File: config.mk
export PLATFORM = sky130hd
export DESIGN_NAME = cmp_pipe_stage
export DESIGN_NICKNAME = d
export VERILOG_FILES = /design/src/rtl/cmp_pipe_stage.sv
export SDC_FILE = /design/constraint.sdc
export NUM_CORES = 1
export LEC_CHECK = 0
export CAP_MARGIN = 20
export CELL_PAD_IN_SITES_DETAIL_PLACEMENT = 1
export CELL_PAD_IN_SITES_GLOBAL_PLACEMENT = 1
export CORE_MARGIN = 2
export CORE_UTILIZATION = 44
export DETAILED_ROUTE_END_ITERATION = 7
export DONT_BUFFER_PORTS = 1
export PLACE_DENSITY = 0.84
export SLEW_MARGIN = 20
export SYNTH_ARGS = -nofsm -noshare
export SYNTH_HDL_FRONTEND = slang
export SYNTH_HIERARCHICAL = 1
export SYNTH_SLANG_ARGS = --single-unit
File: constraint.sdc
create_clock -name clk -period 2 [get_ports clk]
set_clock_uncertainty 0.2 [all_clocks]
set_input_delay 0.4 -clock clk [delete_from_list [all_inputs] [get_ports clk]]
set_output_delay 0.4 -clock clk [all_outputs]
set_load 0.1 [all_outputs]
File: src/rtl/cmp_pipe_stage.sv
// -----------------------------------------------------------------------------
// cmp_pipe_stage
//
// Two-stage elastic pipeline around an 8-bit combinational comparator.
// Stage 1 registers the operand pair and compare function. The comparator
// evaluates the stage-1 registers. Stage 2 registers the 1-bit result and the
// function that produced it. The stage runs at full throughput while the
// consumer is ready, and holds two transactions when the consumer stalls.
//
// Optional feature (macro CMP_HIT_COUNT_EN):
//   When the macro is defined, a saturating counter tallies consumed true
//   results, and hit_clr clears it synchronously. When the macro is undefined,
//   no counter is built, hit_count reads 0 and hit_clr is ignored. The port
//   list is the same in both builds.
//
// Ports:
//   clk        in   rising-edge clock
//   rst_n      in   asynchronous active-low reset
//   in_valid   in   operand pair valid
//   in_ready   out  stage can accept an operand pair this cycle
//   in_a       in   operand A [7:0]
//   in_b       in   operand B [7:0]
//   in_func    in   [2]=signed, [1:0]=00 EQ / 01 GT / 10 LT / 11 NE
//   out_valid  out  result valid
//   out_ready  in   consumer accepts the result
//   out_result out  compare result
//   out_func   out  function that produced out_result
//   hit_clr    in   synchronous clear of hit_count
//   hit_count  out  [CNT_W-1:0] consumed true results, saturating
// -----------------------------------------------------------------------------

// Combinational 8-bit comparator.
// op: 00 EQ, 01 GT, 10 LT, 11 reserved (always 0).
// isSigned selects a two's-complement ordering for GT and LT.
module comparator_8bit (
    input  logic [7:0] a,
    input  logic [7:0] b,
    input  logic [1:0] op,
    input  logic       isSigned,
    output logic       result
);
    logic isEq;
    logic isGt;

    always_comb begin
        isEq = (a == b);
        if (isSigned) begin
            isGt = ($signed(a) > $signed(b));
        end else begin
            isGt = (a > b);
        end
        case (op)
            2'b00:   result = isEq;
            2'b01:   result = isGt;
            2'b10:   result = !isGt && !isEq;
            default: result = 1'b0;
        endcase
    end
endmodule

module cmp_pipe_stage #(
    parameter int CNT_W = 16
) (
    input  logic             clk,
    input  logic             rst_n,
    input  logic             in_valid,
    output logic             in_ready,
    input  logic [7:0]       in_a,
    input  logic [7:0]       in_b,
    input  logic [2:0]       in_func,
    output logic             out_valid,
    input  logic             out_ready,
    output logic             out_result,
    output logic [2:0]       out_func,
    input  logic             hit_clr,
    output logic [CNT_W-1:0] hit_count
);
    // Stage 1: registered operands
    logic       s1_valid;
    logic [7:0] s1_a;
    logic [7:0] s1_b;
    logic [2:0] s1_func;

    // Stage 2: registered result
    logic       s2_valid;
    logic       s2_result;
    logic [2:0] s2_func;

    logic s2_adv;
    logic s1_adv;
    logic inAccept;
    logic s1Load;

    logic [1:0] cmpOp;
    logic       cmpRaw;
    logic       cmpResult;

    // Handshake. in_ready depends combinationally on out_ready. This lets a
    // full pipe accept new input in the same cycle it hands a result off.
    assign s2_adv   = !s2_valid || out_ready;
    assign s1_adv   = s2_adv;
    assign in_ready = !s1_valid || s1_adv;
    assign inAccept = in_valid && in_ready;
    assign s1Load   = s1_valid && s2_adv;

    // NE reuses the EQ compare and inverts the result.
    assign cmpOp     = (s1_func[1:0] == 2'b11) ? 2'b00 : s1_func[1:0];
    assign cmpResult = cmpRaw ^ (s1_func[1:0] == 2'b11);

    comparator_8bit uComparator (
        .a        (s1_a),
        .b        (s1_b),
        .op       (cmpOp),
        .isSigned (s1_func[2]),
        .result   (cmpRaw)
    );

    // Stage 1. The valid bit follows in_valid whenever the stage can take
    // input. The data registers load only on an accepted transfer, so they
    // never pick up X from idle inputs.
    always_ff @(posedge clk or negedge rst_n) begin
        if (!rst_n) begin
            s1_valid <= 1'b0;
            s1_a     <= 8'h00;
            s1_b     <= 8'h00;
            s1_func  <= 3'b000;
        end else begin
            if (in_ready) begin
                s1_valid <= in_valid;
            end
            if (inAccept) begin
                s1_a    <= in_a;
                s1_b    <= in_b;
                s1_func <= in_func;
            end
        end
    end

    // Stage 2. The result and function registers hold while stalled, so the
    // outputs stay stable under backpressure.
    always_ff @(posedge clk or negedge rst_n) begin
        if (!rst_n) begin
            s2_valid  <= 1'b0;
            s2_result <= 1'b0;
            s2_func   <= 3'b000;
        end else begin
            if (s2_adv) begin
                s2_valid <= s1_valid;
            end
            if (s1Load) begin
                s2_result <= cmpResult;
                s2_func   <= s1_func;
            end
        end
    end

    assign out_valid  = s2_valid;
    assign out_result = s2_result;
    assign out_func   = s2_func;

`ifdef CMP_HIT_COUNT_EN
    logic [CNT_W-1:0] hitCountReg;
    logic             hitInc;

    assign hitInc = s2_valid && out_ready && s2_result;

    // A clear overrides an increment in the same cycle.
    // At all-ones the counter holds.
    always_ff @(posedge clk or negedge rst_n) begin
        if (!rst_n) begin
            hitCountReg <= '0;
        end else if (hit_clr) begin
            hitCountReg <= '0;
        end else if (hitInc && !(&hitCountReg)) begin
            hitCountReg <= hitCountReg + 1'b1;
        end
    end

    assign hit_count = hitCountReg;
`else
    // hit_clr has no effect in this build.
    logic unusedHitClr;
    assign unusedHitClr = hit_clr;
    assign hit_count    = '0;
`endif

endmodule

Word-level counts from Yosys, hierarchy flattened
Index checks and enable logic that the tools add are counted.
{"block": "totals", "register_bits": 25, "out_inout_bits": 22}
{"block": "op_classes", "reduce_logical": 10, "n_eq_ne": 4, "order_cmp": 2, "mux": 3, "bitwise_logic": 1}
{"cell": "$gt 8x8->1", "count": 2}
{"cell": "$eq 8x8->1", "count": 1}
{"cell": "$eq 2x2->1 const B", "count": 2}
{"cell": "$logic_not 1->1", "count": 4}
{"cell": "$logic_and 1x1->1", "count": 3}
{"cell": "$pmux 1 s3", "count": 1}
{"cell": "$eq 2x1->1 const B", "count": 1}
{"cell": "$logic_not 2->1", "count": 1}
{"cell": "$logic_or 1x1->1", "count": 2}
{"cell": "$mux 2", "count": 1}
{"cell": "$mux 1", "count": 1}
{"cell": "$xor 1x1->1", "count": 1}

Longest topological paths before layout
{"block": "logic_depth", "depth_word": 6, "mapped_depth": 8, "mapped_depth_nobuf": 8}

Cells and area by module
Netlist, hierarchy kept.
{"mod": "cmp_pipe_stage", "seq_area_each_um2": 625.6, "area_each_um2": 1154.9, "n_inst": 1, "cells_per_inst": 76}
{"mod": "comparator_8bit", "seq_area_each_um2": 0.0, "area_each_um2": 295.3, "n_inst": 1, "cells_per_inst": 38}

Worst setup path before layout
OpenSTA, ideal clock, no wires.
{"block": "synth_timing", "kind": "register -> register", "from": "register s2_valid (netlist: out_valid)", "to": "register s1_a[4]", "setup_slack_ps": -512, "setup_time_ps": 125, "stages_incl_launch_ff": 5, "arrival_ps": 2187, "period_less_slack_ps": 2512, "n_path_buf": 1, "t_required_ps": 1675, "cell_sequence": "dfrtp_1 > nand3b_4 > nand2_8 > buf_12 > mux2_4"}
{"block": "synth_between", "elab_chain_cells": 4}
{"element": "from (decl)", "line": "85", "text": "logic s2_valid;"}
{"element": "from (signal assigned)", "line": "148", "text": "s2_valid <= s1_valid;"}
{"element": "$logic_not 1->1", "line": "100", "text": "assign s2_adv = !s2_valid || out_ready;"}
{"element": "$logic_or 1x1->1", "line": "100"}
{"element": "$logic_or 1x1->1", "line": "102", "text": "assign in_ready = !s1_valid || s1_adv;"}
{"element": "via in_ready", "line": "67", "text": "output logic in_ready,"}
{"element": "$logic_and 1x1->1", "line": "103", "text": "assign inAccept = in_valid && in_ready;"}
{"element": "to (signal assigned)", "line": "132", "text": "s1_a <= in_a;"}
{"element": "to (decl)", "line": "80", "text": "logic [7:0] s1_a;"}
The timed path passes the listed nets, and every way through them passes these cells.
A chain may end at the register's enable or synchronous reset.

Final worst setup path
{"block": "layout_timing", "from": "register s1_b[4]", "to": "register s2_result (netlist: out_result)"}
{"block": "layout_between", "elab_chain_cells": 6}
{"element": "from (decl)", "line": "81", "text": "logic [7:0] s1_b;"}
{"element": "from (signal assigned)", "line": "133", "text": "s1_b <= in_b;"}
{"element": "$gt 8x8->1, on equally long branches", "line": "50, 48"}
{"element": "$mux 1", "line": "47", "text": "if (isSigned) begin"}
{"element": "$logic_not 1->1", "line": "55", "text": "2'b10: result = !isGt && !isEq;"}
{"element": "$logic_and 1x1->1", "line": "55"}
{"element": "$pmux 1 s3 *", "line": "52", "text": "case (op)"}
{"element": "via cmpRaw", "line": "95", "text": "logic cmpRaw;"}
{"element": "$xor 1x1->1 *", "line": "108", "text": "assign cmpResult = cmpRaw ^ (s1_func[1:0] == 2'b11);"}
{"element": "to (signal assigned)", "line": "151", "text": "s2_result <= cmpResult;"}
{"element": "to (decl)", "line": "86", "text": "logic s2_result;"}
Mark *: on every way through the listed nets, which the timed path passes. The rest lies on a longest branch.

==> results.json <==
{
  "status": "finished with violations",
  "failed_checks": "negative setup slack",
  "critical_path.endpoint": "out_result$_DFFE_PN0P_",
  "ys_types": 26,
  "post-route-period-util": 1.10,
  "post_route_cells_drive_above_1_share": 0.445,
  "timing_worst_setup_path_type": "reg -> reg",
  "max_stage_delay_ns": 0.40,
  "drv_slew": 0,
  "final.setup.tns_ns": -0.200,
  "initial_utilization": 0.467,
  "regToRegStartpoint": "s1_b[4]$_DFFE_PN0P_",
  "core_area_um2": 3100,
  "max-vdd-ir-drop_uv": 436,
  "rsz0062_at_grt": "true",
  "cts.root.buffer_cell": "clkbuf_4",
  "routed_wire_length_per_instance_um": 15.3,
  "fp.dieH_um": 61.4,
  "finalWorstSetupSlack_ns": -0.200,
  "hold-worst-slack_ns": 0.0221,
  "drt_iter0_drc": 17,
  "timing.final.crit_period_ns": 2.20,
  "cts_tree": "built",
  "cts-root-to-sink-buffers": 2,
  "syn_to_final_growth_pct": 20.5,
  "grt_usage": 0.149,
  "worstMarginPinSlew_ns": 0.923,
  "max_capacitance_violation_count": 0,
  "finalWirelength_mm": 2.77,
  "clock_latency_ns": 0.31,
  "path_clk_slew_ns": 0.14,
  "fin_nets": 170,
  "yosysWarningCount": 6,
  "regToRegSetupSlack_ns": -0.20,
  "place.gp.congestion": 0.770,
  "crit-reg2reg-capture": "out_result$_DFFE_PN0P_",
  "maxSlewHeadroom": 0.385,
  "vias_per_cell": 4.82,
  "postSynthRegisterBits": 25,
  "portBuffers": 0,
  "layout.core_utilization": 0.563,
  "path_max_fanout": 4,
  "power.total_w": 0.00177,
  "grt_overflow": 0,
  "hold_viol_final": 0,
  "floorplan.die.width_um": 61.4,
  "post-route-drc-count": 0,
  "first_global_vias": 879,
  "crit_path_start": "s1_b[4]$_DFFE_PN0P_",
  "grt_max_degree": 26,
  "grt_antenna_before_repair": 0,
  "crit_path_cell_trace": "inv_2 -> ha_4 -> nand4_4 -> o32a_1 -> o221a_1 -> o211ai_2 -> xnor2_1 -> mux2_4",
  "crit_path_end_kind": "flop",
  "crit_path_start_kind": "flop",
  "total_via_count_in_the_routed_design": 873,
  "std_cell_rows": 20,
  "detailed_place_hpwl_mm": 2.03,
  "drt_first_pass_iters": 4,
  "grt_first_pass_wirelength_mm": 4.08,
  "required_time_at_the_endpoint_of_the_critical_path_ns": 2.01,
  "synth_seq_area_share": 0.431,
  "syn-cell-area_um2": 1450,
  "num_antenna_cells": 0,
  "dp_worst_setup_slack_ns": -0.189,
  "synthesis.instances": 114,
  "synthesis.area_per_instance_um2": 12.7,
  "setup_violations_final": 1,
  "clock_sink_count": 25,
  "power_leakage_nw": 0.787,
  "cts_htree_levels": 1,
  "tritoncts.num_buffers": 3,
  "antenna_violating_nets_post_route": 0,
  "worst_r2r_path_depth": 8,
  "ios": 46,
  "clock.fmax_ghz": 0.454,
  "pwr_density_cell_nw_per_um2": 1010,
  "signal_arrival_time_at_the_worst_endpoint_ns": 2.21,
  "floorplan.die_area_um2": 3770,
  "cpMaxStageDelayCell": "dfrtp_1",
  "whs_path_depth": 1,
  "timing.hold.worst.class": "in -> reg"
}
==> how the worst min path moves through the flow <==
| stage | startpoint | to | slack, ns |
|---|---|---|---|
| floorplan | rst_n | out_func[0]$_DFFE_PN0P_ | -0.1 |
| global placement | rst_n | s1_a[1]$_DFFE_PN0P_ | -0.09 |
| detailed placement | rst_n | s1_b[1]$_DFFE_PN0P_ | -0.1 |
| CTS | in_b[4] | s1_b[4]$_DFFE_PN0P_ | 0.009 |
| global route | in_b[3] | s1_b[3]$_DFFE_PN0P_ | 0.002 |
| finish | in_b[4] | s1_b[4]$_DFFE_PN0P_ | 0.02 |
==> power breakdown <==
group	leakage, nW	total [W]	internal, W	switching (W)
Clock	0.0150	0.000224	0.0000778	0.000146
Combinational	0.481	0.000690	0.000320	0.000369
Sequential	0.290	0.000856	0.000587	0.000269
Total	0.787	0.00177	0.000985	0.000784
==> cells by family after synthesis <==
| family | share of synthesized area |
|---|---|
| other cells | 0.00259 |
| fa+ha+maj | 0.0690 |
| flops | 0.431 |
| xor+xnor | 0.00604 |
| buf+inv | 0.117 |
| compound gates | 0.0647 |
| mux | 0.204 |
| simple gates | 0.104 |
==> critical path, delay by kind of cell, from the launching register on <==
family / cells / cell delay (ns)
flops: 1 / 0.40
buf+inv: 1 / 0.06
fa+ha+maj: 1 / 0.27
xor+xnor: 1 / 0.08
compound gates: 3 / 0.70
simple gates: 1 / 0.11
mux: 1 / 0.26
==> cell usage after synthesis <==
cell       instances  share of area
nand4b_1           1         0.0060
xnor2_1            1         0.0060
buf_12             1          0.014
or2b_1             1         0.0052
ha_1               8          0.069
nand3b_4           1          0.014
o32a_1             1         0.0069
nand2_1            4          0.010
nand3_1            1         0.0034
nand2b_1           3          0.013
o21a_1             1         0.0052
o211ai_2           1         0.0086
a21oi_1            4          0.014
o2111ai_1          1         0.0060
buf_4             16          0.083
mux2_2            13           0.10
nand4_2            2          0.017
conb_1             1         0.0026
mux2_4            10           0.10
inv_1              8          0.021
nor2b_1            5          0.022
dfrtp_1           25           0.43
o221a_1            1         0.0078
o211ai_1           2          0.010
nand2_8            1          0.014
a211o_1            1         0.0060
==> per-stage QoR <==
step	instance area (um^2)	cells
floorplan	1570	129
global placement	1580	169
detailed placement	1580	169
CTS	1690	177
global route	1750	181
finish	1750	181
==> flip-flops by register name, indices dropped and copies added (netlist names) <==
signal,flops
s1_a,8
s1_b,8
out_func,3
s1_func,3
out_result,1
out_valid,1
s1_valid,1
==> layout make-up <==
cell class | instances | area [um^2]
Tap cell | 44 | 55.1
Clock buffer | 4 | 26.3
Fill cell | 340 | 1360
Multi-Input combinational cell | 79 | 832
Inverter | 8 | 30.0
Sequential cell | 25 | 629
Timing Repair Buffer | 21 | 175
==> per-layer routing <==
metal	track usage	up-vias	wire length, um
met3	0.0315	4	163
met4	0.0699	0	39
met5	0	-	0
met2	0.240	33	1360
met1	0.193	424	1210
li1	-	412	-
==> what timing repair did <==
action	4_1_cts	5_1_grt
hold endpoints to repair	26	0
resized for setup	3	5
setup endpoints to repair	1	1
buffers inserted	1	4
hold buffers	3	0
pin swaps	1	6
==> placed cells by master, fill, tap and decap left out, types with 2 or more instances in the layout <==
cell	Yosys	layout
mux2_4	10	11
nor2b_1	5	5
dlygate4sd3_1	0	2
inv_2	0	2
a21oi_1	4	4
nand2_1	4	4
inv_1	8	6
ha_4	0	8
nand4_4	0	2
dfrtp_1	25	24
conb_1	1	16
nand2b_1	3	3
clkbuf_4	0	3
mux2_2	13	12
buf_4	16	18
o211ai_1	2	2
Note: power is estimated with default switching activity, not from simulation.
